### config.mk
export PLATFORM = sky130hd
export DESIGN_NAME = spi_frame_loader
export DESIGN_NICKNAME = d
export VERILOG_FILES = /design/src/rtl/ledsuit_pkg.sv /design/src/rtl/async_input_sync.sv /design/src/rtl/spi_frame_loader.sv
export SDC_FILE = /design/constraint.sdc
export NUM_CORES = 1
export LEC_CHECK = 0
export ABC_AREA = 0
export CORE_ASPECT_RATIO = 1.25
export CORE_UTILIZATION = 30
export CTS_CLUSTER_DIAMETER = 120
export CTS_CLUSTER_SIZE = 10
export DETAILED_ROUTE_END_ITERATION = 7
export PLACE_DENSITY = 0.58
export SLEW_MARGIN = 20
export SYNTH_ARGS = -nofsm -noshare
export SYNTH_HDL_FRONTEND = slang
export SYNTH_SLANG_ARGS = --single-unit
export TNS_END_PERCENT = 5
### constraint.sdc
create_clock -name clk -period 1.85 [get_ports clk]
set_input_delay 0.185 -clock clk [delete_from_list [all_inputs] [get_ports clk]]
set_output_delay 0.185 -clock clk [all_outputs]
set_load 0.05 [all_outputs]
### src/rtl/ledsuit_pkg.sv
// Shared constants and loader state encoding for the LED suit.
// Channel memory is NUM_LEDS * 3 bytes, addressed by a 13-bit bus.
package ledsuit_pkg;

  localparam int NUM_LEDS         = 72;
  localparam int CHANNELS_PER_LED = 3;
  localparam int NUM_CHANNELS     = NUM_LEDS * CHANNELS_PER_LED;
  localparam int CHAN_ADDR_WIDTH  = 13;

  typedef logic [2:0] loader_state_t;

  localparam loader_state_t ST_WAIT_CS_HIGH = 3'd0;
  localparam loader_state_t ST_IDLE         = 3'd1;
  localparam loader_state_t ST_ADDR_HI      = 3'd2;
  localparam loader_state_t ST_ADDR_LO      = 3'd3;
  localparam loader_state_t ST_DATA         = 3'd4;

endpackage

### src/rtl/async_input_sync.sv
// Two-flop synchroniser with a third flop for edge detection.
// Edge pulses are registered, so they lag the level by one cycle.
module async_input_sync #(
  parameter logic RST_VAL = 1'b0
) (
  input  logic clk,
  input  logic rst,
  input  logic din,
  output logic level,
  output logic rise,
  output logic fall
);

  logic sync1_q, sync2_q, sync3_q, rise_q, fall_q;
  logic sync1_d, sync2_d, sync3_d, rise_d, fall_d;

  always_comb begin
    sync1_d = din;
    sync2_d = sync1_q;
    sync3_d = sync2_q;
    rise_d  = sync2_q & ~sync3_q;
    fall_d  = ~sync2_q & sync3_q;
  end

  always_ff @(posedge clk) begin
    if (rst) begin
      sync1_q <= RST_VAL;
      sync2_q <= RST_VAL;
      sync3_q <= RST_VAL;
      rise_q  <= 1'b0;
      fall_q  <= 1'b0;
    end else begin
      sync1_q <= sync1_d;
      sync2_q <= sync2_d;
      sync3_q <= sync3_d;
      rise_q  <= rise_d;
      fall_q  <= fall_d;
    end
  end

  assign level = sync2_q;
  assign rise  = rise_q;
  assign fall  = fall_q;

endmodule

### src/rtl/spi_frame_loader.sv
// SPI mode-0 slave that writes addressed channel bytes into LED memory.
// Frame: addr_hi, addr_lo, then data bytes at auto-incrementing addresses.
module spi_frame_loader
  import ledsuit_pkg::*;
#(
  parameter int MAX_CHANNELS = NUM_CHANNELS,
  parameter int ADDR_WIDTH   = CHAN_ADDR_WIDTH
) (
  input  logic                  clk,
  input  logic                  rst,
  input  logic                  spi_sck,
  input  logic                  spi_mosi,
  input  logic                  spi_cs_n,
  output logic                  mem_wr_en,
  output logic [ADDR_WIDTH-1:0] mem_wr_addr,
  output logic [7:0]            mem_wr_data,
  output logic                  busy,
  output logic                  frame_done,
  output logic                  overflow,
  output logic                  frame_error
);

  localparam logic [ADDR_WIDTH-1:0] ADDR_LIMIT = ADDR_WIDTH'(MAX_CHANNELS);
  localparam logic [ADDR_WIDTH-1:0] ADDR_MAX   = '1;
  localparam logic [ADDR_WIDTH-1:0] ADDR_ONE   = ADDR_WIDTH'(1);

  logic sck_lvl, sck_rise, sck_fall;
  logic mosi_lvl, mosi_rise, mosi_fall;
  logic cs_lvl, cs_rise, cs_fall;
  logic unused_edges;

  async_input_sync #(.RST_VAL(1'b0)) u_sck (
    .clk(clk), .rst(rst), .din(spi_sck),
    .level(sck_lvl), .rise(sck_rise), .fall(sck_fall)
  );

  async_input_sync #(.RST_VAL(1'b0)) u_mosi (
    .clk(clk), .rst(rst), .din(spi_mosi),
    .level(mosi_lvl), .rise(mosi_rise), .fall(mosi_fall)
  );

  async_input_sync #(.RST_VAL(1'b1)) u_cs (
    .clk(clk), .rst(rst), .din(spi_cs_n),
    .level(cs_lvl), .rise(cs_rise), .fall(cs_fall)
  );

  assign unused_edges = ^{sck_lvl, sck_fall, mosi_rise, mosi_fall};

  loader_state_t         state_q, state_d;
  logic [1:0]            wait_cnt_q, wait_cnt_d;
  logic [2:0]            bit_cnt_q, bit_cnt_d;
  logic [6:0]            shift_q, shift_d;
  logic [ADDR_WIDTH-1:0] addr_q, addr_d;
  logic                  written_q, written_d;
  logic                  wr_req_q, wr_req_d;
  logic [ADDR_WIDTH-1:0] req_addr_q, req_addr_d;
  logic [7:0]            req_data_q, req_data_d;
  logic                  mem_wr_en_q, mem_wr_en_d;
  logic [ADDR_WIDTH-1:0] mem_wr_addr_q, mem_wr_addr_d;
  logic [7:0]            mem_wr_data_q, mem_wr_data_d;
  logic                  busy_q, busy_d;
  logic                  frame_done_q, frame_done_d;
  logic                  overflow_q, overflow_d;
  logic                  frame_error_q, frame_error_d;

  logic       active;
  logic       sck_ev;
  logic       byte_done;
  logic [7:0] byte_new;

  always_comb begin
    active    = (state_q == ST_ADDR_HI) || (state_q == ST_ADDR_LO) ||
                (state_q == ST_DATA);
    sck_ev    = active && sck_rise;
    byte_new  = {shift_q, mosi_lvl};
    byte_done = sck_ev && (bit_cnt_q == 3'd7);

    state_d       = state_q;
    wait_cnt_d    = wait_cnt_q;
    bit_cnt_d     = bit_cnt_q;
    shift_d       = shift_q;
    addr_d        = addr_q;
    written_d     = written_q;
    wr_req_d      = 1'b0;
    req_addr_d    = req_addr_q;
    req_data_d    = req_data_q;
    frame_done_d  = 1'b0;
    overflow_d    = overflow_q;
    frame_error_d = frame_error_q;

    if (sck_ev) begin
      shift_d   = byte_new[6:0];
      bit_cnt_d = bit_cnt_q + 3'd1;
    end

    case (state_q)
      ST_WAIT_CS_HIGH: begin
        // CS sync flops reset high, so require CS to stay high long
        // enough that a still-low pin has had time to show through.
        if (!cs_lvl) begin
          wait_cnt_d = 2'd0;
        end else if (wait_cnt_q != 2'd3) begin
          wait_cnt_d = wait_cnt_q + 2'd1;
        end else begin
          state_d = ST_IDLE;
        end
      end
      ST_IDLE: begin
        if (cs_fall) begin
          state_d       = ST_ADDR_HI;
          bit_cnt_d     = 3'd0;
          overflow_d    = 1'b0;
          frame_error_d = 1'b0;
          written_d     = 1'b0;
        end
      end
      ST_ADDR_HI: begin
        if (byte_done) begin
          addr_d  = {byte_new[ADDR_WIDTH-9:0], addr_q[7:0]};
          state_d = ST_ADDR_LO;
        end
      end
      ST_ADDR_LO: begin
        if (byte_done) begin
          addr_d  = {addr_q[ADDR_WIDTH-1:8], byte_new};
          state_d = ST_DATA;
        end
      end
      ST_DATA: begin
        if (byte_done) begin
          if (addr_q < ADDR_LIMIT) begin
            wr_req_d   = 1'b1;
            req_addr_d = addr_q;
            req_data_d = byte_new;
            written_d  = 1'b1;
          end else begin
            overflow_d = 1'b1;
          end
          if (addr_q != ADDR_MAX) addr_d = addr_q + ADDR_ONE;
        end
      end
      default: state_d = ST_WAIT_CS_HIGH;
    endcase

    // Uses the _d values so a byte finishing on the CS rise still counts.
    if (active && cs_rise) begin
      state_d       = ST_IDLE;
      frame_error_d = (bit_cnt_d != 3'd0);
      frame_done_d  = written_d;
    end

    busy_d = (state_d == ST_ADDR_HI) || (state_d == ST_ADDR_LO) ||
             (state_d == ST_DATA);

    mem_wr_en_d   = wr_req_q;
    mem_wr_addr_d = wr_req_q ? req_addr_q : mem_wr_addr_q;
    mem_wr_data_d = wr_req_q ? req_data_q : mem_wr_data_q;
  end

  always_ff @(posedge clk) begin
    if (rst) begin
      state_q       <= ST_WAIT_CS_HIGH;
      wait_cnt_q    <= 2'd0;
      bit_cnt_q     <= 3'd0;
      shift_q       <= 7'd0;
      addr_q        <= '0;
      written_q     <= 1'b0;
      wr_req_q      <= 1'b0;
      req_addr_q    <= '0;
      req_data_q    <= 8'd0;
      mem_wr_en_q   <= 1'b0;
      mem_wr_addr_q <= '0;
      mem_wr_data_q <= 8'd0;
      busy_q        <= 1'b0;
      frame_done_q  <= 1'b0;
      overflow_q    <= 1'b0;
      frame_error_q <= 1'b0;
    end else begin
      state_q       <= state_d;
      wait_cnt_q    <= wait_cnt_d;
      bit_cnt_q     <= bit_cnt_d;
      shift_q       <= shift_d;
      addr_q        <= addr_d;
      written_q     <= written_d;
      wr_req_q      <= wr_req_d;
      req_addr_q    <= req_addr_d;
      req_data_q    <= req_data_d;
      mem_wr_en_q   <= mem_wr_en_d;
      mem_wr_addr_q <= mem_wr_addr_d;
      mem_wr_data_q <= mem_wr_data_d;
      busy_q        <= busy_d;
      frame_done_q  <= frame_done_d;
      overflow_q    <= overflow_d;
      frame_error_q <= frame_error_d;
    end
  end

  assign mem_wr_en   = mem_wr_en_q;
  assign mem_wr_addr = mem_wr_addr_q;
  assign mem_wr_data = mem_wr_data_q;
  assign busy        = busy_q;
  assign frame_done  = frame_done_q;
  assign overflow    = overflow_q;
  assign frame_error = frame_error_q;

endmodule

==> impl_metrics.csv <==
group,metric,value,unit
power,power-per-cell-area,818,nW/um^2
outcome,status,"finished clean",
setup_path,path_class,"flip-flop to flip-flop",
place,gp_congestion,0.910,
yosys,seq_area_frac_synth,48.3,%
route,num_vias,3087,
die,core,11700,sq um
setup_path,cp-end-kind,"flip-flop",
timing,finalHoldViolCount,0,
die,die_w,101,microns
grt,grt_pass1_wl,14800,microns
grt,grtUsageMet2,24.9,%
grt,gr-usage-all-layers,14.6,%
yosys,ys_seq_elements,88,
power,peakVddDrop,0.000580,V
route,drt_iter0_drc,282,
timing,drv_slew,0,
cts,numCtsBuffers,9,
route,drcViolationCount,0,
cts,cts.sink_count,88,
yosys,syn_nets,410,
timing,fin_crit_sh,97.3,%
yosys,synth_area,3650,sq um
setup_path,crit_fanout,8,
route,wl_per_cell,14.3,microns
yosys,synth.distinct_cells,55,
timing,setup_viol,0,
power,finalPower,3.73,mW
die,chipHeight,125,microns
setup_path,worstPathArrival,2080,ps
timing,fmax,0.555,GHz
setup_path,path_cells,"ha_4 > nand4_1 > or4_4 > buf_6 > o211ai_1 > a32o_1",
cts,cts.htree.levels,3,
cts,clkTransAtPathRegs,60,ps
timing,period_minus_slack,1800,ps
timing,max-slew-margin-rel,65.4,%
timing,worstMarginPinSlew,518,ps
die,io-pin-count,31,
timing,finClkSkew,4.63,ps
setup_path,critical-path-slowest-cell,"or4_4",
route,viasPerCell,5.07,
timing,fin_ws,49.1,ps
yosys,syn_avg_cell_area,9.10,sq um
cts,cts_buffer_depth,2,
grt,overflow,0,
cells_and_area,drive_gt1_share,14.1,%
setup_path,worstPathRequired,2130,ps
route,dr.pass1.iters,5,
grt,top_usage_layer,"met2",
die,rows,44,
grt,antenna_found_initial,0,
grt,grt_use_met1,17.8,%
grt,grt_pass1_vias,3037,
yosys,ys.flop_type,"dfxtp_1",
worst_hold_path,hold_class,"input port to flip-flop",
place,hpwl,6070,microns
cells_and_area,antenna_cells,0,
cells_and_area,area_growth,25.0,%
timing,setup_tns,0,ps
cells_and_area,layout.nets,452,
die,start_util,31.1,%
route,wl,8700,microns
cells_and_area,fillers,1161,
yosys,syn_inst,401,
run,cap_viol_max_count,0,
place,io_buffers,30,
setup_path,worst-r2r-setup-slack,50,ps
route,antenna_left,0,
cells_and_area,final_common_cell,"dfxtp_1",
yosys,async_flop_share,0,%
setup_path,slowest_delay,600,ps
power,cellLeakagePower,1.63,nW
place,pre_cts_slack,21.2,ps
setup_path,crit_path_start_kind,"flip-flop",
cells_and_area,layout_common_cells,"dfxtp_1, nor2_1, a21oi_1, mux2i_1",
grt,grt_use_met3,2.63,%
die,die-area,12600,sq um
cts,cts_tree,"built",
cts,clk_latency,330,ps
grt,grt_max_degree,38,
yosys,yosysWarnings,0,
yosys,synth_edf_count,0,
cts,cts_root_buf,"clkbuf_16",
kinds of logic (layout without fill, tap and decap cells):
logic type,after synthesis,in the layout,synth area share (%)
adders and majority gates,4,4,1.37
DFF,88,88,48.3
buffers and inverters,38,85,4.32
AOI/OAI and AO/OA,99,99,17.3
muxes,33,33,9.09
and+or+nand+nor,136,136,18.9
xor gates and xnor gates,3,3,0.721
state kept, by name (all words and copies together) (netlist names), 2 cells and up:
register and count:
req_addr_q 13, state_q 3, shift_q 7, req_data_q 8, addr_q 13, bit_cnt_q 3
mem_wr_addr 13, wait_cnt_q 2, mem_wr_data 8
cell type report:
type	instances	area [sq um]	share of cell area, %
clock buffer	11	243	5.32
clock inverter	5	37.5	0.823
sequential	88	1770	38.7
inverter	9	33.8	0.741
multi-input combinational	275	1760	38.5
tap	161	201	4.42
timing repair buffer	60	524	11.5
what timing repair did:
| action | 4_1_cts | 5_1_grt |
|---|---|---|
| endpoints found under the hold margin | 0 | 0 |
| hold buffers | 0 | 0 |
| resized for setup | 0 | 6 |
| setup buffers | 0 | 0 |
| setup endpoints to repair | 0 | 11 |
layer usage:
metal  vias up  share of wire [%]
li1       1527                  -
met3        12                4.4
met5         -                  0
met1      1481                 44
met4         0                1.7
met2        67                 49
critical path: cells and delay by family (launching register included):
| kind | cells | cell delay (ps) |
|---|---|---|
| AOI/OAI and AO/OA | 2 | 270 |
| adders and majority gates | 1 | 180 |
| buffers and inverters | 1 | 170 |
| DFF | 1 | 390 |
| and+or+nand+nor | 2 | 720 |
synth_stat cells (all sizes together) (9+ instances only):
master / count / area (sq um)
a21oi: 33 / 165
o21ai: 23 / 115
mux2i: 32 / 320
nor2: 46 / 175
inv: 9 / 33.8
nand2: 13 / 48.8
a211oi: 9 / 67.6
nand3: 24 / 120
clkbuf: 20 / 75.1
buf: 9 / 48.8
dfxtp: 88 / 1760
nor2b: 9 / 56.3
through the flow:
step                util, %  instances  hold WS, ps  instance area, sq um
finish                 38.9        609          341                  4560
global route           38.9        609          367                  4560
global placement       36.3        593          376                  4260
detailed placement     36.3        593          373                  4260
floorplan                 -        401          289                  3660
CTS                    38.7        609          346                  4540
where the power goes:
group          switching (mW)  total, mW  internal (mW)
Sequential             0.0114       1.93           1.91
Combinational          0.0616      0.109         0.0475
Clock                   0.743       1.70          0.954
path summary, 6_finish.rpt:
check | start | end | cells past startpoint
max | addr_q[1]$_SDFFE_PP0P_ | addr_q[2]$_SDFFE_PP0P_ | 6
min | rst | addr_q[5]$_SDFFE_PP0P_ | 3
max reg2reg | addr_q[1]$_SDFFE_PP0P_ | addr_q[2]$_SDFFE_PP0P_ | 6
min reg2reg | u_sck.sync3_q$_SDFF_PP0_ | u_sck.rise$_SDFF_PP0_ | 1
Power figures use the tool's default switching activity.
